[src/rtl/heap_bank_sched.sv]
`timescale 1ns/1ps
// heap_bank_sched: ping-pong frame scheduler in front of the heapsort engine.
// Captures fs-paced samples into one of two RAM banks. Each full frame of
// N = 2^(LEVEL+1)-1 samples is handed to the sort engine while the other bank
// fills. If both banks are occupied, samples are dropped and overrun is flagged.
//
// Ports:
//   clk        in   system clock, rising edge
//   rst        in   synchronous active-high reset
//   fs         in   sample-rate square wave, rising edge = new sample
//   en_rec_in  in   record enable, sample edges ignored while low
//   data_in    in   sample, valid at the fs rising edge
//   sort_done  in   one-cycle pulse, sort engine finished its bank
//   wr_en      out  RAM write strobe, one cycle per sample
//   wr_bank    out  bank being written
//   wr_addr    out  write address inside the bank
//   wr_data    out  captured sample
//   sort_start out  one-cycle pulse, sort sort_bank
//   sort_bank  out  bank owned by the sort engine
//   busy       out  sort engine owns a bank
//   overrun    out  sticky, at least one sample dropped
//   frame_cnt  out  frames handed to the sorter, wraps
module heap_bank_sched #(
  parameter int unsigned LEVEL  = 2,
  parameter int unsigned DATA_W = 32,
  parameter int unsigned ADDR_W = LEVEL + 1
) (
  input  logic              clk,
  input  logic              rst,
  input  logic              fs,
  input  logic              en_rec_in,
  input  logic [DATA_W-1:0] data_in,
  input  logic              sort_done,
  output logic              wr_en,
  output logic              wr_bank,
  output logic [ADDR_W-1:0] wr_addr,
  output logic [DATA_W-1:0] wr_data,
  output logic              sort_start,
  output logic              sort_bank,
  output logic              busy,
  output logic              overrun,
  output logic [15:0]       frame_cnt
);

  localparam int unsigned       N         = (2 ** (LEVEL + 1)) - 1;
  localparam logic [ADDR_W-1:0] LAST_ADDR = ADDR_W'(N - 1);

  typedef enum logic {LD_FILL = 1'b0, LD_HOLD = 1'b1} ld_state_t;
  typedef enum logic {SO_IDLE = 1'b0, SO_BUSY = 1'b1} so_state_t;

  // State and output registers
  ld_state_t         r_ld_state;
  so_state_t         r_so_state;
  logic              r_fs_d;
  logic              r_fill_bank;
  logic [ADDR_W-1:0] r_wr_cnt;
  logic              r_pending;
  logic              r_wr_en;
  logic              r_wr_bank;
  logic [ADDR_W-1:0] r_wr_addr;
  logic [DATA_W-1:0] r_wr_data;
  logic              r_sort_start;
  logic              r_sort_bank;
  logic              r_overrun;
  logic [15:0]       r_frame_cnt;

  // Next-state values
  ld_state_t         w_ld_state_nxt;
  so_state_t         w_so_state_nxt;
  logic              w_fill_bank_nxt;
  logic [ADDR_W-1:0] w_wr_cnt_nxt;
  logic              w_pending_nxt;
  logic              w_wr_en_nxt;
  logic              w_wr_bank_nxt;
  logic [ADDR_W-1:0] w_wr_addr_nxt;
  logic [DATA_W-1:0] w_wr_data_nxt;
  logic              w_sort_start_nxt;
  logic              w_sort_bank_nxt;
  logic              w_overrun_nxt;
  logic [15:0]       w_frame_cnt_nxt;

  logic              w_ev;
  logic              w_frame_done;
  logic              w_sorter_free;
  logic              w_handover;

  // Accepted sample edge (rst gates it so a reset cycle never records)
  assign w_ev = fs & ~r_fs_d & en_rec_in & ~rst;

  // Last address of a frame is on the write port this cycle
  assign w_frame_done = (r_ld_state == LD_FILL) & r_wr_en & (r_wr_addr == LAST_ADDR);

  // A finishing sorter can accept the next bank in the very same cycle
  assign w_sorter_free = (r_so_state == SO_IDLE) | sort_done;

  // Bank handed to the sorter next cycle: fresh frame, or the held one
  assign w_handover = (w_frame_done & w_sorter_free) |
                      ((r_ld_state == LD_HOLD) & r_pending & sort_done);

  // Next-state and output logic for loader and sorter tracking
  always_comb begin
    w_ld_state_nxt   = r_ld_state;
    w_so_state_nxt   = r_so_state;
    w_fill_bank_nxt  = r_fill_bank;
    w_wr_cnt_nxt     = r_wr_cnt;
    w_pending_nxt    = r_pending;
    w_wr_en_nxt      = 1'b0;
    w_wr_bank_nxt    = r_wr_bank;
    w_wr_addr_nxt    = r_wr_addr;
    w_wr_data_nxt    = r_wr_data;
    w_sort_start_nxt = 1'b0;
    w_sort_bank_nxt  = r_sort_bank;
    w_overrun_nxt    = r_overrun;
    w_frame_cnt_nxt  = r_frame_cnt;

    case (r_ld_state)
      LD_FILL: begin
        if (w_ev) begin
          w_wr_en_nxt   = 1'b1;
          w_wr_bank_nxt = r_fill_bank;
          w_wr_addr_nxt = r_wr_cnt;
          w_wr_data_nxt = data_in;
          w_wr_cnt_nxt  = (r_wr_cnt == LAST_ADDR) ? '0 : r_wr_cnt + ADDR_W'(1);
        end
        if (w_frame_done && !w_sorter_free) begin
          // Both banks full: park the completed bank until the sorter frees up
          w_pending_nxt  = 1'b1;
          w_ld_state_nxt = LD_HOLD;
        end
      end
      LD_HOLD: begin
        if (w_ev) begin
          w_overrun_nxt = 1'b1;
        end
        if (r_pending && sort_done) begin
          w_pending_nxt  = 1'b0;
          w_ld_state_nxt = LD_FILL;
        end
      end
      default: begin
        w_ld_state_nxt = LD_FILL;
      end
    endcase

    // Handover: the bank just filled goes to the sorter, filling swaps banks
    if (w_handover) begin
      w_sort_start_nxt = 1'b1;
      w_sort_bank_nxt  = r_fill_bank;
      w_fill_bank_nxt  = ~r_fill_bank;
      w_frame_cnt_nxt  = r_frame_cnt + 16'd1;
    end

    case (r_so_state)
      SO_IDLE: begin
        if (w_handover) begin
          w_so_state_nxt = SO_BUSY;
        end
      end
      SO_BUSY: begin
        if (sort_done && !w_handover) begin
          w_so_state_nxt = SO_IDLE;
        end
      end
      default: begin
        w_so_state_nxt = SO_IDLE;
      end
    endcase
  end

  // State register with synchronous reset
  always_ff @(posedge clk) begin
    if (rst) begin
      r_ld_state   <= LD_FILL;
      r_so_state   <= SO_IDLE;
      r_fs_d       <= 1'b1;
      r_fill_bank  <= 1'b0;
      r_wr_cnt     <= '0;
      r_pending    <= 1'b0;
      r_wr_en      <= 1'b0;
      r_wr_bank    <= 1'b0;
      r_wr_addr    <= '0;
      r_wr_data    <= '0;
      r_sort_start <= 1'b0;
      r_sort_bank  <= 1'b0;
      r_overrun    <= 1'b0;
      r_frame_cnt  <= 16'd0;
    end else begin
      r_ld_state   <= w_ld_state_nxt;
      r_so_state   <= w_so_state_nxt;
      r_fs_d       <= fs;
      r_fill_bank  <= w_fill_bank_nxt;
      r_wr_cnt     <= w_wr_cnt_nxt;
      r_pending    <= w_pending_nxt;
      r_wr_en      <= w_wr_en_nxt;
      r_wr_bank    <= w_wr_bank_nxt;
      r_wr_addr    <= w_wr_addr_nxt;
      r_wr_data    <= w_wr_data_nxt;
      r_sort_start <= w_sort_start_nxt;
      r_sort_bank  <= w_sort_bank_nxt;
      r_overrun    <= w_overrun_nxt;
      r_frame_cnt  <= w_frame_cnt_nxt;
    end
  end

  assign wr_en      = r_wr_en;
  assign wr_bank    = r_wr_bank;
  assign wr_addr    = r_wr_addr;
  assign wr_data    = r_wr_data;
  assign sort_start = r_sort_start;
  assign sort_bank  = r_sort_bank;
  assign busy       = (r_so_state == SO_BUSY);
  assign overrun    = r_overrun;
  assign frame_cnt  = r_frame_cnt;

endmodule

[config.mk]
export PLATFORM = sky130hd
export DESIGN_NAME = heap_bank_sched
export DESIGN_NICKNAME = d
export VERILOG_FILES = /design/src/rtl/heap_bank_sched.sv
export SDC_FILE = /design/constraint.sdc
export NUM_CORES = 1
export LEC_CHECK = 0
export BUFFER_PORTS_ARGS = -buffer_cell sky130_fd_sc_hd__buf_2
export CAP_MARGIN = 20
export CORE_MARGIN = 2
export CORE_UTILIZATION = 48
export DETAILED_ROUTE_END_ITERATION = 6
export GPL_ROUTABILITY_DRIVEN = 1
export PLACE_DENSITY = 0.88
export SLEW_MARGIN = 15
export SYNTH_ARGS = -nofsm -noshare
export SYNTH_HDL_FRONTEND = slang
export SYNTH_SLANG_ARGS = --single-unit
[constraint.sdc]
create_clock -name clk -period 1.83 [get_ports clk]
set_input_delay 0.2745 -clock clk [delete_from_list [all_inputs] [get_ports clk]]
set_output_delay 0.2745 -clock clk [all_outputs]
set_load 0.03 [all_outputs]
==> results of run 1 <==
==> per-stage QoR <==
step | hold slack, ns | instance area (sq um) | cells | util (%)
2_1_floorplan | 0.381 | 2420 | 299 | -
3_3_place_gp | 0.439 | 2940 | 446 | 61.3
3_5_place_dp | 0.444 | 2940 | 446 | 61.3
4_1_cts | 0.151 | 3090 | 460 | 64.5
5_1_grt | 0.159 | 3090 | 460 | 64.5
6_report | 0.162 | 3090 | 460 | 64.5
==> kinds of logic after synthesis <==
| logic type | after synthesis | synth area share, % |
|---|---|---|
| XOR/XNOR | 2 | 0.725 |
| AO/OA/AOI/OAI | 75 | 15.9 |
| adder cells (fa/ha/maj) | 1 | 0.518 |
| buffers and inverters | 25 | 4.40 |
| AND/OR/NAND/NOR | 130 | 24.6 |
| multiplexers | 2 | 0.828 |
| flip-flops | 64 | 53.0 |
==> layout make-up <==
| type | instances | area, sq um | share of cell area (%) |
|---|---|---|---|
| Timing Repair Buffer | 101 | 526 | 17.0 |
| Tap cell | 67 | 83.8 | 2.72 |
| Inverter | 4 | 15.0 | 0.486 |
| Sequential cell | 64 | 1280 | 41.5 |
| Multi-Input combinational cell | 210 | 1030 | 33.4 |
| Clock inverter | 4 | 23.8 | 0.770 |
| Clock buffer | 10 | 128 | 4.13 |
==> layout by cell type, fill, tap and decap left out <==
cell       n
xor2_1     2
nand2_1   81
nand3_1    6
inv_2      1
and3_1     2
buf_4      8
clkbuf_8   9
and2_1     3
nor2_1     8
mux2i_1    2
clkbuf_1   1
or2_2      1
inv_1      3
nor2b_1    1
and4_1     2
nand4_1    6
clkinv_2   3
buf_2     93
dfxtp_1   64
clkinv_4   1
o31ai_1    2
or3_1     14
nand2b_1   1
nand4b_1   1
or4_1      2
nand3b_1   2
ha_1       1
o21ai_0   14
o31a_1     1
a21oi_1   58
==> state kept, by name, summed over array words and instances (netlist names) <==
| name | cells |
|---|---|
| overrun | 1 |
| r_fs_d | 1 |
| wr_addr | 3 |
| wr_data | 32 |
| sort_bank | 1 |
| r_wr_cnt | 3 |
| busy | 1 |
| frame_cnt | 16 |
| sort_start | 1 |
| r_ld_state | 1 |
| wr_bank | 1 |
| wr_en | 1 |
| r_pending | 1 |
| r_fill_bank | 1 |
==> power breakdown <==
| group | internal, uW | switching (uW) |
|---|---|---|
| Combinational | 44.8 | 70.2 |
| Clock | 471 | 511 |
| Sequential | 1400 | 5.47 |
==> metal layers <==
metal  vias to the layer above  global-route usage (%)  part of all wire, %
met2                        61                    35.3                   50
met5                         -                       0                    0
met4                         0                    10.1                  1.6
li1                       1190                       -                    -
met3                         7                    7.10                  5.2
met1                      1096                    21.8                   43
==> worst paths after layout <==
check	start	endpoint	slack, ns	cells past startpoint
max	wr_addr[0]	frame_cnt[12]	0.15	5
max reg2reg	wr_addr[0]	frame_cnt[12]	0.15	5
min reg2reg	wr_data[5]	wr_data[5]	0.45	2
min	fs	r_fs_d	0.16	2
==> critical path, delay by kind of cell, from the launching register on <==
| family | cells | cell delay, ns |
|---|---|---|
| and+or+nand+nor | 2 | 0.51 |
| buffers and inverters | 1 | 0.22 |
| DFF | 1 | 0.32 |
| AOI/OAI and AO/OA | 2 | 0.55 |
==> flow_summary.toml, run 1 <==
[outcome]
status = "finished, final reports clean"

[floorplanning]
placementRows = 25
die_w_microns = 75.0
die-area_sq_mm = 0.00562
fp.dieH_microns = 75.0
initial_core_util_pct = 50.5
core_sq_mm = 0.00479
io_pins = 94

[worst_setup_path]
required_ns = 2.09
crit_chain = "nand3b_1, o31a_1, buf_4, or3_1, a21oi_1"
path_max_fanout = 13
slowest_stage = "o31a_1"
arrival_ns = 1.94
end_kind = "flip-flop"
cpPeakStageDelay_ns = 0.41
path_class = "reg -> reg"
critPathLaunchType = "flip-flop"

[detailed_routing]
routed_wl_mm = 5.67
dr.pass1.iters = 4
routedWlPerCell_microns = 12.3
drtIter0Drc = 115
drc = 0
vias = 2354
viasPerCell = 5.12
ant_nets = 0

[sta]
skew_ns = 0.00626
tightest_slew_ns = 0.641
fmax_mhz = 597
setup_violations = 0
final.min_clock_period_ns = 1.68
rsz0062_at_grt = "no"
finalHoldViolCount = 0
maxSlewHeadroom_pct = 57.3
worst_slack_ns = 0.154
drv_slew = 0
fin_tns_setup_ns = 0
post-route-period-util_pct = 91.6

[layout]
final_layout_size_suffix_gt1_share_pct = 29.5
synthToLayoutAreaGrowth_pct = 27.7
fillers = 424
fin_nets = 428
antenna_cells = 0

[placement]
io_buffers = 93
dp_hpwl_mm = 3.88
gp_congestion = 0.745
dpl_worst_slack_ns = 0.154

[synth]
synth-seq-area-share_pct = 53.0
synth_common_cells = "nand2_1 (81), dfxtp_1 (64), a21oi_1 (58)"
synthFlopType = "dfxtp_1"
synth_edf_count = 0
ys_warn_count = 0
yosysMostFrequentCell = "nand2_1"
synth_top_area_cell = "dfxtp_1"
syn_inst = 299
synth_area_sq_mm = 0.00242
ys_seq_elements = 64
yosys-top-cells-area = "dfxtp_1 (53%), nand2_1 (13%), a21oi_1 (12%)"
ys_types = 27
synthArstFlopShare_pct = 0
synth_top_cell_area_share_pct = 53.0
syn_nets = 337
postSynthAreaPerCell_sq_um = 8.08

[clock_tree]
ctsResizeCount = 0
clkSlewWorstSetupHoldPaths_ns = 0.07
cts_buffer_depth = 2
cts-root-buf = "clkbuf_8"
clk-insertion-delay-late_ns = 0.33
cts_hold_buf = 0
clkSinkCount = 64
post_cts.repair.setup_buffers = 0
htree_levels = 3
cts_tree = "built"
cts_made_buffers = 9

[global_route]
grt_max_degree = 64
grt_pass1_vias = 2055
overflow = 0
grt_pass1_wl_mm = 8.61
antenna_found_initial = 0
grt_use_total_pct = 20.3

[pwr]
ir_drop_uv = 516
powerDensity_mw_per_mm2 = 812
p_total_uw = 2510
leakage_uw = 0.00132

[flow_run]
drv_cap = 0

[worst_hold_path]
hp-class = "in -> reg"
Power figures use the tool's default switching activity.
==> run 2: changes to the inputs <==
==> constraint.sdc (replaced) <==
create_clock -name clk -period 1.83 [get_ports clk]
set_input_delay 0.366 -clock clk [delete_from_list [all_inputs] [get_ports clk]]
set_output_delay 0.366 -clock clk [all_outputs]
set_load 0.03 [all_outputs]
==> flow_summary.toml, run 2 (synthesis gave the netlist of run 1 again) <==
[sta]
setup_violations = 0
finalHoldViolCount = 0
post-route-period-util_pct = 92.7
drv_slew = 0
final.min_clock_period_ns = 1.70
skew_ns = 0.00685
tightest_slew_ns = 0.631
fmax_mhz = 589
maxSlewHeadroom_pct = 57.9
fin_tns_setup_ns = 0
rsz0062_at_grt = "no"

[layout]
layout_common_cells = "buf_2 (93), nand2_1 (81), dfxtp_1 (64)"
final_layout_size_suffix_gt1_share_pct = 30.4
largest_reg_flops = 32
instances_no_fill = 462
fin_nets = 428
antenna_cells = 0
final_common_cell = "buf_2"
synthToLayoutAreaGrowth_pct = 30.2

[global_route]
grt_pass1_vias = 1992
grt_use_total_pct = 19.6
overflow = 0
grt_max_degree = 64
antenna_found_initial = 0
grt_pass1_wl_mm = 8.51

[floorplanning]
io_pins = 94
fp.dieH_microns = 75.0
die_w_microns = 75.0
placementRows = 25
initial_core_util_pct = 50.5
core_sq_mm = 0.00479
die-area_sq_mm = 0.00562

[placement]
gp_congestion = 0.800
io_buffers = 93
dp_hpwl_mm = 3.82
dpl.cell_count = 446

[clock_tree]
cts_made_buffers = 9
cts_tree = "built"
clkSlewWorstSetupHoldPaths_ns = 0.07
clk-insertion-delay-late_ns = 0.33
cts-root-buf = "clkbuf_8"
cts_hold_buf = 0
ctsResizeCount = 0
htree_levels = 3
clkSinkCount = 64
post_cts.repair.setup_buffers = 0
cts_buffer_depth = 2

[worst_hold_path]
hp-start = "fs"
hp-class = "in -> reg"

[detailed_routing]
routedWlPerCell_microns = 12.0
drtIter0Drc = 163
viasPerCell = 5.00
vias = 2311
routed_wl_mm = 5.55
drc = 0
ant_nets = 0
dr.pass1.iters = 4

[worst_setup_path]
slowest_stage = "o31a_4"
critPathLaunch = "wr_addr[0]"
end_kind = "flip-flop"
path_class = "reg -> reg"
r2r-start = "wr_addr[0]"
critPathLaunchType = "flip-flop"
required_ns = 2.09
cpPeakStageDelay_ns = 0.42
arrival_ns = 1.96
crit_chain = "nand3b_1, o31a_4, buf_4, or3_1, a21oi_1"
path_max_fanout = 14

[pwr]
seq_power_share_pct = 52.8
internal_power_uw = 2070
power.share.switching_pct = 22.4
ir_drop_uv = 534
comb_power_share_pct = 4.4
pwr-share-clk_pct = 42.9
powerDensity_mw_per_mm2 = 848
p_sw_uw = 598
leakage_uw = 0.00133

[outcome]
status = "finished, final reports clean"

[flow_run]
drv_cap = 0
==> run 2: final cells by class <==
cell class,count,area (sq um)
tap,67,83.8
clock inverter,6,60.1
multi-input combinational,210,1040
sequential,64,1280
timing repair buffer,101,538
inverter,4,15.0
fill,443,1640
clock buffer,10,128
==> run 2: path summary, 6_finish.rpt <==
check,end,slack [ns],cells past startpoint
setup / recovery,frame_cnt[9],0.13,5
hold / removal,r_fs_d,0.25,2
setup reg to reg,frame_cnt[9],0.13,5
hold reg to reg,wr_data[18],0.45,2
==> run 2: worst max-delay path: cells and delay by family (launching register included) <==
family / cells / cell delay [ns]
buffers and inverters: 1 / 0.19
and+or+nand+nor: 2 / 0.54
DFF: 1 / 0.33
AOI/OAI and AO/OA: 2 / 0.56
==> run 2: per-stage QoR <==
stage / hold slack [ns] / power (uW) / cell area [sq um] / setup slack, ns / utilization, %
final: 0.253 / 2670 / 3150 / 0.133 / 65.8
after global routing: 0.253 / 2780 / 3150 / 0.0505 / 65.8
after floorplan: 0.450 / 1500 / 2420 / 0.136 / -
after CTS: 0.238 / 2700 / 3140 / 0.0972 / 65.5
after detailed placement: 0.443 / 1560 / 2950 / 0.104 / 61.6
after global placement: 0.439 / 1550 / 2950 / 0.153 / 61.6
==> run 2: power groups by stage <==
| stage | Combinational, uW | Clock, uW | Sequential, uW |
|---|---|---|---|
| 2_1_floorplan | 40.2 | 0 | 1460 |
| 5_1_grt | 127 | 1240 | 1410 |
| 4_1_cts | 116 | 1180 | 1410 |
| 3_5_place_dp | 116 | 0 | 1440 |
| 6_report | 116 | 1140 | 1410 |
| 3_3_place_gp | 115 | 0 | 1440 |
==> run 2: per-layer routing <==
metal / wire length, microns / track usage (%) / share of wire (%) / vias to the layer above
li1: - / - / - / 1191
met2: 2740 / 32.0 / 49 / 73
met4: 99 / 10.7 / 1.8 / 0
met3: 333 / 4.28 / 6.0 / 8
met5: 0 / 0 / 0 / -
met1: 2380 / 24.1 / 43 / 1039
